$ cat config.mk
export PLATFORM = sky130hd
export DESIGN_NAME = imem_load_ctrl
export DESIGN_NICKNAME = d
export VERILOG_FILES = /design/src/rtl/imem_pkg.sv /design/src/rtl/imem_word_packer.sv /design/src/rtl/imem_load_ctrl.sv
export SDC_FILE = /design/constraint.sdc
export NUM_CORES = 1
export LEC_CHECK = 0
export ABC_CLOCK_PERIOD_IN_PS = 4200
export CAP_MARGIN = 25
export CORE_UTILIZATION = 43
export DETAILED_ROUTE_END_ITERATION = 6
export PLACE_DENSITY = 0.86
export SLEW_MARGIN = 25
export SYNTH_ARGS = -nofsm -noshare
export SYNTH_HDL_FRONTEND = slang
export SYNTH_SLANG_ARGS = --single-unit
$ cat constraint.sdc
create_clock -name clk -period 4.2 [get_ports clk]
set_clock_uncertainty 0.2 [all_clocks]
set_input_delay 0.84 -clock clk [delete_from_list [all_inputs] [get_ports clk]]
set_output_delay 0.84 -clock clk [all_outputs]
set_load 0.02 [all_outputs]
$ cat src/rtl/imem_pkg.sv
// Shared types for the instruction-memory loader: FSM state encoding
// and the filler instruction returned while fetch is not served from RAM.
package imem_pkg;

    typedef enum logic [2:0] {
        RUN,
        COLLECT,
        WRITE,
        DRAIN,
        DONE
    } state_t;

    localparam logic [31:0] NOP_INSTR = 32'hE1A00000;

endpackage

$ cat src/rtl/imem_word_packer.sv
// Little-endian byte-to-word assembler: first accepted byte lands in [7:0],
// lanes not yet filled stay zero until the next clear.
module imem_word_packer (
    input  logic        clk,
    input  logic        reset,
    input  logic        clear,
    input  logic        accept,
    input  logic [7:0]  data,
    output logic [31:0] word,
    output logic        full
);

    logic [1:0] lane;

    // Asserted while the byte being accepted completes the word.
    assign full = accept && (lane == 2'd3);

    always_ff @(posedge clk) begin
        if (reset || clear) begin
            lane <= 2'd0;
            word <= '0;
        end else if (accept) begin
            word[{lane, 3'b000} +: 8] <= data;
            lane <= lane + 2'd1;
        end
    end

endmodule

$ cat src/rtl/imem_load_ctrl.sv
// Shares the imem_ram port between CPU fetch and a byte-stream loader.
// Optional IMEM_LOADER_CHECKSUM_EN adds a running byte sum and ld_csum.
module imem_load_ctrl
    import imem_pkg::*;
#(
    parameter int DEPTH  = 128,
    parameter int ADDR_W = $clog2(DEPTH)
) (
    input  logic              clk,
    input  logic              reset,
    input  logic [31:0]       cpu_addr,
    output logic [31:0]       cpu_instr,
    output logic              cpu_hold,
    output logic              cpu_rst,
    input  logic              ld_start,
    input  logic              ld_valid,
    input  logic [7:0]        ld_data,
    input  logic              ld_last,
    output logic              ld_ready,
    output logic              ld_done,
    output logic              ld_error,
    output logic [ADDR_W:0]   ld_words,
`ifdef IMEM_LOADER_CHECKSUM_EN
    output logic [7:0]        ld_csum,
`endif
    output logic [ADDR_W-1:0] mem_addr,
    output logic              mem_we,
    output logic [31:0]       mem_wd,
    input  logic [31:0]       mem_rd
);

    localparam logic [ADDR_W:0] LAST_PTR = (ADDR_W + 1)'(DEPTH - 1);
    localparam logic [ADDR_W:0] PTR_ONE  = (ADDR_W + 1)'(1);

    state_t          state;
    logic [ADDR_W:0] word_ptr;
    logic            last_seen;
    logic            accept;
    logic            clear;
    logic            full;
    logic [31:0]     word;
    logic            csum_bad;
    logic            cpu_oob;
    logic            unused_ok;

    assign unused_ok = &{1'b0, cpu_addr[1:0]};

    assign accept = (state == COLLECT) && ld_valid && ld_ready;
    assign clear  = ((state == RUN) && ld_start) || (state == WRITE);

    imem_word_packer u_packer (
        .clk    (clk),
        .reset  (reset),
        .clear  (clear),
        .accept (accept),
        .data   (ld_data),
        .word   (word),
        .full   (full)
    );

    assign cpu_oob   = cpu_addr[31:ADDR_W+2] != '0;
    assign cpu_instr = (state == RUN && !cpu_oob) ? mem_rd : NOP_INSTR;
    assign mem_addr  = (state == RUN) ? cpu_addr[ADDR_W+1:2]
                                      : word_ptr[ADDR_W-1:0];
    assign mem_wd    = word;

`ifdef IMEM_LOADER_CHECKSUM_EN
    logic [7:0] csum;

    // DRAIN bytes count too, so the sum covers the whole stream sent.
    always_ff @(posedge clk) begin
        if (reset) begin
            csum <= 8'd0;
        end else if (state == RUN && ld_start) begin
            csum <= 8'd0;
        end else if (ld_valid && ld_ready) begin
            csum <= csum + ld_data;
        end
    end

    assign ld_csum  = csum;
    assign csum_bad = csum != 8'd0;
`else
    assign csum_bad = 1'b0;
`endif

    always_ff @(posedge clk) begin
        if (reset) begin
            state     <= RUN;
            cpu_hold  <= 1'b0;
            cpu_rst   <= 1'b0;
            ld_ready  <= 1'b0;
            ld_done   <= 1'b0;
            ld_error  <= 1'b0;
            ld_words  <= '0;
            mem_we    <= 1'b0;
            word_ptr  <= '0;
            last_seen <= 1'b0;
        end else begin
            unique case (state)
                RUN: begin
                    if (ld_start) begin
                        state     <= COLLECT;
                        cpu_hold  <= 1'b1;
                        ld_ready  <= 1'b1;
                        word_ptr  <= '0;
                        last_seen <= 1'b0;
                        ld_error  <= 1'b0;
                        ld_words  <= '0;
                    end
                end
                COLLECT: begin
                    if (accept && (full || ld_last)) begin
                        state     <= WRITE;
                        ld_ready  <= 1'b0;
                        mem_we    <= 1'b1;
                        last_seen <= ld_last;
                    end
                end
                WRITE: begin
                    mem_we   <= 1'b0;
                    word_ptr <= word_ptr + PTR_ONE;
                    if (last_seen) begin
                        state   <= DONE;
                        ld_done <= 1'b1;
                        cpu_rst <= 1'b1;
                    end else if (word_ptr == LAST_PTR) begin
                        state    <= DRAIN;
                        ld_error <= 1'b1;
                        ld_ready <= 1'b1;
                    end else begin
                        state    <= COLLECT;
                        ld_ready <= 1'b1;
                    end
                end
                DRAIN: begin
                    if (ld_valid && ld_last) begin
                        state    <= DONE;
                        ld_ready <= 1'b0;
                        ld_done  <= 1'b1;
                        cpu_rst  <= 1'b1;
                    end
                end
                DONE: begin
                    state    <= RUN;
                    ld_done  <= 1'b0;
                    cpu_rst  <= 1'b0;
                    cpu_hold <= 1'b0;
                    ld_words <= word_ptr;
                    if (csum_bad) begin
                        ld_error <= 1'b1;
                    end
                end
                default: state <= RUN;
            endcase
        end
    end

endmodule

=== Word level (Yosys, flattened, before mapping) ===
Cells that the tools add are included.
W data, S select, Z words.

* Register bits: 59
* Word-level logic and storage cells: 84
* Latch bits: 0
* ROM bits: 0
* Memories kept: 0
* Bits in writable memories: 0

* Magnitude comparators: 0
* $add $sub $neg: 3
* Equal/unequal tests: 12
* Reductions and logical operators: 27
* Bitwise gates (word level): 0
* Multipliers: 0
* Div/mod/pow operators: 0
* Shifts and indexed selects: 2
* Muxes and demuxes: 29

{| class="wikitable"
|+ Operators with widths
! cell !! number
|-
| $bwmux W32 || 1
|-
| $mux W32 || 1
|-
| $pmux W8 S2 || 2
|-
| $shift A8 B7 Y32 const A || 1
|-
| $shiftx A8 B7 Y32 || 1
|-
| $reduce_bool A23 Y1 || 1
|-
| $mux W3 || 4
|-
| $pmux W3 S4 || 1
|-
| $mux W1 || 11
|-
| $reduce_and A3 Y1 || 3
|-
| $add A8 B1 Y8 const B || 1
|-
| $eq A8 B7 Y1 const B || 1
|-
| $mux W8 || 1
|-
| $ne A2 B2 Y1 const B || 4
|-
| $pmux W1 S2 || 4
|-
| $reduce_bool A2 Y1 || 4
|-
| $logic_and A1 B1 Y1 || 7
|-
| $mux W7 || 1
|-
| $neg A5 Y7 || 1
|-
| $eq A3 B2 Y1 const B || 2
|-
| $reduce_and A2 Y1 || 3
|-
| $reduce_and A5 Y1 || 1
|-
| $ne A2 B1 Y1 const B || 2
|-
| $pmux W1 S4 || 1
|-
| other kinds (12) || 14
|}

=== Depth between registers and ports, before layout ===
* Depth after elaboration: 8
* Depth in mapped cells: 6
* Gate-level depth less buffers: 5

=== Hierarchy ===
Synthesis repeated with hierarchy kept, for this count alone.

* Cells, all modules: 371
* Area, all modules: 3035.4 sq um

{| class="wikitable"
|+ By module, submodules not included
! module !! instances !! cells an instance !! seq. area each (sq um) !! area an instance (sq um)
|-
| imem_load_ctrl || 1 || 217 || 500.5 || 1649.1
|-
| imem_word_packer || 1 || 154 || 680.7 || 1386.3
|}

=== Least setup slack after synthesis ===
Ideal clock, no wire load.

* Path type: input -> output
* Start point: in cpu_addr[19]
* End point: out cpu_instr[10]
* Required time: 3.160 ns
* Path buffers: 2
* Cell stages on the path: 5
* Path slack: 0.964 ns
* Data arrival time: 2.196 ns
* Cell sequence: nor4_1 -> nand4_1 -> clkbuf_1 -> clkbuf_1 -> nor3_1

* Longest elaborated chain between the ends: 4

{| class="wikitable"
|+ RTL lines
! what !! line !! text
|-
| start, declared || imem_load_ctrl.sv:11 || <nowiki>input logic [31:0] cpu_addr,</nowiki>
|-
| $reduce_bool A23 Y1 || imem_load_ctrl.sv:61 || <nowiki>assign cpu_oob = cpu_addr[31:ADDR_W+2] != '0;</nowiki>
|-
| $logic_not A1 Y1 || imem_load_ctrl.sv:62 || <nowiki>assign cpu_instr = (state == RUN && !cpu_oob) ? mem_rd : NOP_INSTR;</nowiki>
|-
| $logic_and A1 B1 Y1 || imem_load_ctrl.sv:62 ||
|-
| $mux W32 || imem_load_ctrl.sv:62 ||
|-
| end, declared || imem_load_ctrl.sv:12 || <nowiki>output logic [31:0] cpu_instr,</nowiki>
|}

No other way between the ends.

=== Final worst setup path ===
* Start point: in cpu_addr[10]
* End point: out cpu_instr[21]

Same word-level chain as after synthesis.

==> reports/qor.yml <==
status: "finished clean"
hold_viol: 0
fin_cells: 640
p_switching_mw: 0.371
worstPathMaxFanout: 22
drv_cap: 0
grt_pass1_wl_mm: 14.2
crit_family: "buffers and inverters"
drtIter0Drc: 165
max_slew.worst_pin.slew_ps: 827
clock_sinks: 59
worstPathCellList: "clkdlybuf4s50_1, nor4_1, nand4_1, buf_4, or3_1, clkdlybuf4s50_1"
via_count: 3456
synthFlopType: "dfxtp_1"
swShare_pct: 26.1
die_x_um: 87.3
htreeDepth: 3
slew-limit-headroom_pct: 44.7
initial_utilization_pct: 45.3
drc: 0
endpoint: "cpu_instr[21]"
finalWirelength_mm: 9.55
period_minus_slack_ps: 3890
cts-resized-gates: 0
fp.dieH_um: 87.3
p_clk_share_pct: 40.9
std_cell_rows: 30
arrival_ps: 2850
grt_max_degree: 37
synth-edff-count: 0
avgSynthCellArea_um2: 7.88
grt_pass1_vias: 2949
seqPwrFrac_pct: 41.1
cp-startpoint: "cpu_addr[10]"
io_pins: 162
clockBufferDepth: 2
cp_num_buf_inv: 3
netlist.area_leader.share_pct: 37.8
post_cts_buffers: 0
worstHoldPathType: "reg -> reg"
slew_violations: 0
power_density_nw_per_um2: 286
startpoint_type: "primary input"
fin_setup_tns_ps: 0
netlist_instances: 397
max_stage_delay_ps: 550
dp_hpwl_mm: 6.97
via_per_inst: 5.40
worstSetupPathType: "in -> out"
max_freq_mhz: 257
synthArstFlopShare_pct: 0
antenna_found_initial: 0
ir_drop_mv: 0.211
cts_hold_buf: 0
ys_types: 45
critical_path_required_ps: 3160
cts_made_buffers: 9
slowest_stage: "clkdlybuf4s50_1"
place_congestion: 0.841
ant_nets: 0
wire_per_inst_um: 14.9
grt_overflow_total: 0
final_layout_size_suffix_gt1_share_pct: 8.27
portBuffers: 159
timing.rr.end: "u_packer.word[16]"
final_nets: 622
synthToLayoutAreaGrowth_pct: 58.7
antennaDiodeCount: 0
regToRegSetupSlack_ps: 1870
ys_ff_latch: 59
grt_usage_pct: 23.7
core_area_um2: 6910
rsz0062_at_grt: "no"
finalCritPeriodShare_pct: 92.6
reg2regPathDepth: 5
dp_cells: 624
cts_tree: "built"
synth_area_leaders: "dfxtp_1, a21oi_1, nand4_1"
leakage_nw: 1.68
cpMostUsedCell: "clkdlybuf4s50_1"
syn-cell-area_um2: 3130
synth_nets: 480
clock_latency_ps: 340
die_area_um2: 7620
cts-root-buf: "clkbuf_8"
cp.depth: 6
internal_power_mw: 1.05
p_comb_share_pct: 18.0
cp-end-kind: "output port"
dr.pass1.iters: 5
ys_seq_area_share_pct: 37.8
setup_viol: 0
yosysTopAreaCell: "dfxtp_1"
r2r_start: "u_packer.lane[0]"
ys_warn_count: 0
clkTransAtPathRegs_ps: 70
[layout by cell type, fill, tap and decap left out, types with 2 or more instances in the layout]
cell	Yosys	layout
a211oi_1	4	4
a21oi_1	48	48
a311oi_1	2	2
a31oi_1	2	2
buf_4	5	8
bufinv_16	0	2
clkbuf_8	0	10
clkdlybuf4s50_1	0	159
clkinvlp_4	0	2
dfxtp_1	59	59
ha_1	6	6
inv_1	32	32
mux2_2	10	10
nand2_1	12	12
nand2b_1	6	6
nand3_1	14	14
nand4_1	35	35
nor2_1	9	9
nor2b_1	6	6
nor3_1	31	31
nor3b_1	7	7
nor3b_2	2	2
nor4_1	6	6
o211ai_1	4	4
o21ai_0	38	38
or3_1	9	9
[final cells by class]
cell class                      count  area, um^2
Sequential cell                    59        1180
Inverter                           32         120
Multi-Input combinational cell    270        1660
Clock buffer                       10         138
Tap cell                           96         120
Clock inverter                      6        88.8
Fill cell                         553        1940
Timing Repair Buffer              167        1650
[per-stage QoR]
| step | util, % | setup WS, ps | hold slack, ps | total power, mW | cell area (um^2) |
|---|---|---|---|---|---|
| after global placement | 68.6 | 325 | 258 | 0.845 | 4730 |
| after detailed placement | 68.6 | 334 | 263 | 0.850 | 4730 |
| after floorplan | - | 964 | 253 | 0.728 | 3130 |
| after global routing | 71.8 | 211 | 287 | 1.47 | 4960 |
| final | 71.8 | 311 | 271 | 1.42 | 4960 |
| after CTS | 71.8 | 324 | 275 | 1.43 | 4960 |
[power by group through the flow]
| stage | clock network [mW] | logic, mW | registers [mW] |
|---|---|---|---|
| after floorplan | 0 | 0.134 | 0.593 |
| after global placement | 0 | 0.248 | 0.597 |
| after detailed placement | 0 | 0.252 | 0.597 |
| after CTS | 0.589 | 0.254 | 0.585 |
| after global routing | 0.612 | 0.272 | 0.587 |
| final | 0.581 | 0.256 | 0.585 |
[cell usage after synthesis (2+ instances only)]
master	number
nor3b_2	2
mux2_2	10
ha_1	6
nor2_1	9
a311oi_1	2
buf_4	5
nand2_1	12
o21ai_0	38
nor3b_1	7
buf_2	2
a21oi_1	48
a211oi_1	4
nor4_1	6
dfxtp_1	59
nand2b_1	6
a31oi_1	2
nor2b_1	6
clkbuf_1	23
inv_1	32
nand4_1	35
buf_1	5
o211ai_1	4
nor3_1	31
or3_1	9
nand3_1	14
[how the worst min path moves through the flow]
stage                 startpoint                end  slack, ps  cells past startpoint
2_1_floorplan        word_ptr[7]        ld_words[7]        250                      2
3_3_place_gp         ld_words[3]        ld_words[3]        260                      2
3_5_place_dp            ld_error           ld_error        260                      2
4_1_cts         u_packer.word[8]   u_packer.word[8]        280                      2
5_1_grt        u_packer.word[11]  u_packer.word[11]        290                      2
6_report        u_packer.word[8]   u_packer.word[8]        270                      2
[routing by layer]
metal  vias up  wire [um]  GRT usage [%]  share of wire, %
li1       1716          -              -                 -
met1      1597       4040           30.0                42
met2       125       4800           39.3                50
met3        18        602           7.01               6.3
met4         0        108           6.26               1.1
met5         -          0              0                 0
[tightest hold or removal path: stages (launching register included)]
cell and delay (ps):
dfxtp_1 310, o21ai_0 60, a21oi_1 60
[logic make-up after synthesis]
kind of cell               synth area share, %
muxes                                     3.60
adders and majority gates                 2.40
and+or+nand+nor                           28.7
DFF                                       37.8
xor gates and xnor gates                 0.280
buffers and inverters                     9.08
AOI/OAI and AO/OA                         18.2
[flip-flops by register name, indices dropped and copies added, names as in the netlist]
signal         count
u_packer.lane      2
ld_error           1
ld_words           8
state              3
last_seen          1
ld_done            1
cpu_hold           1
ld_ready           1
word_ptr           8
u_packer.word     32
mem_we             1
No activity file was read; power rests on OpenSTA's default activity.
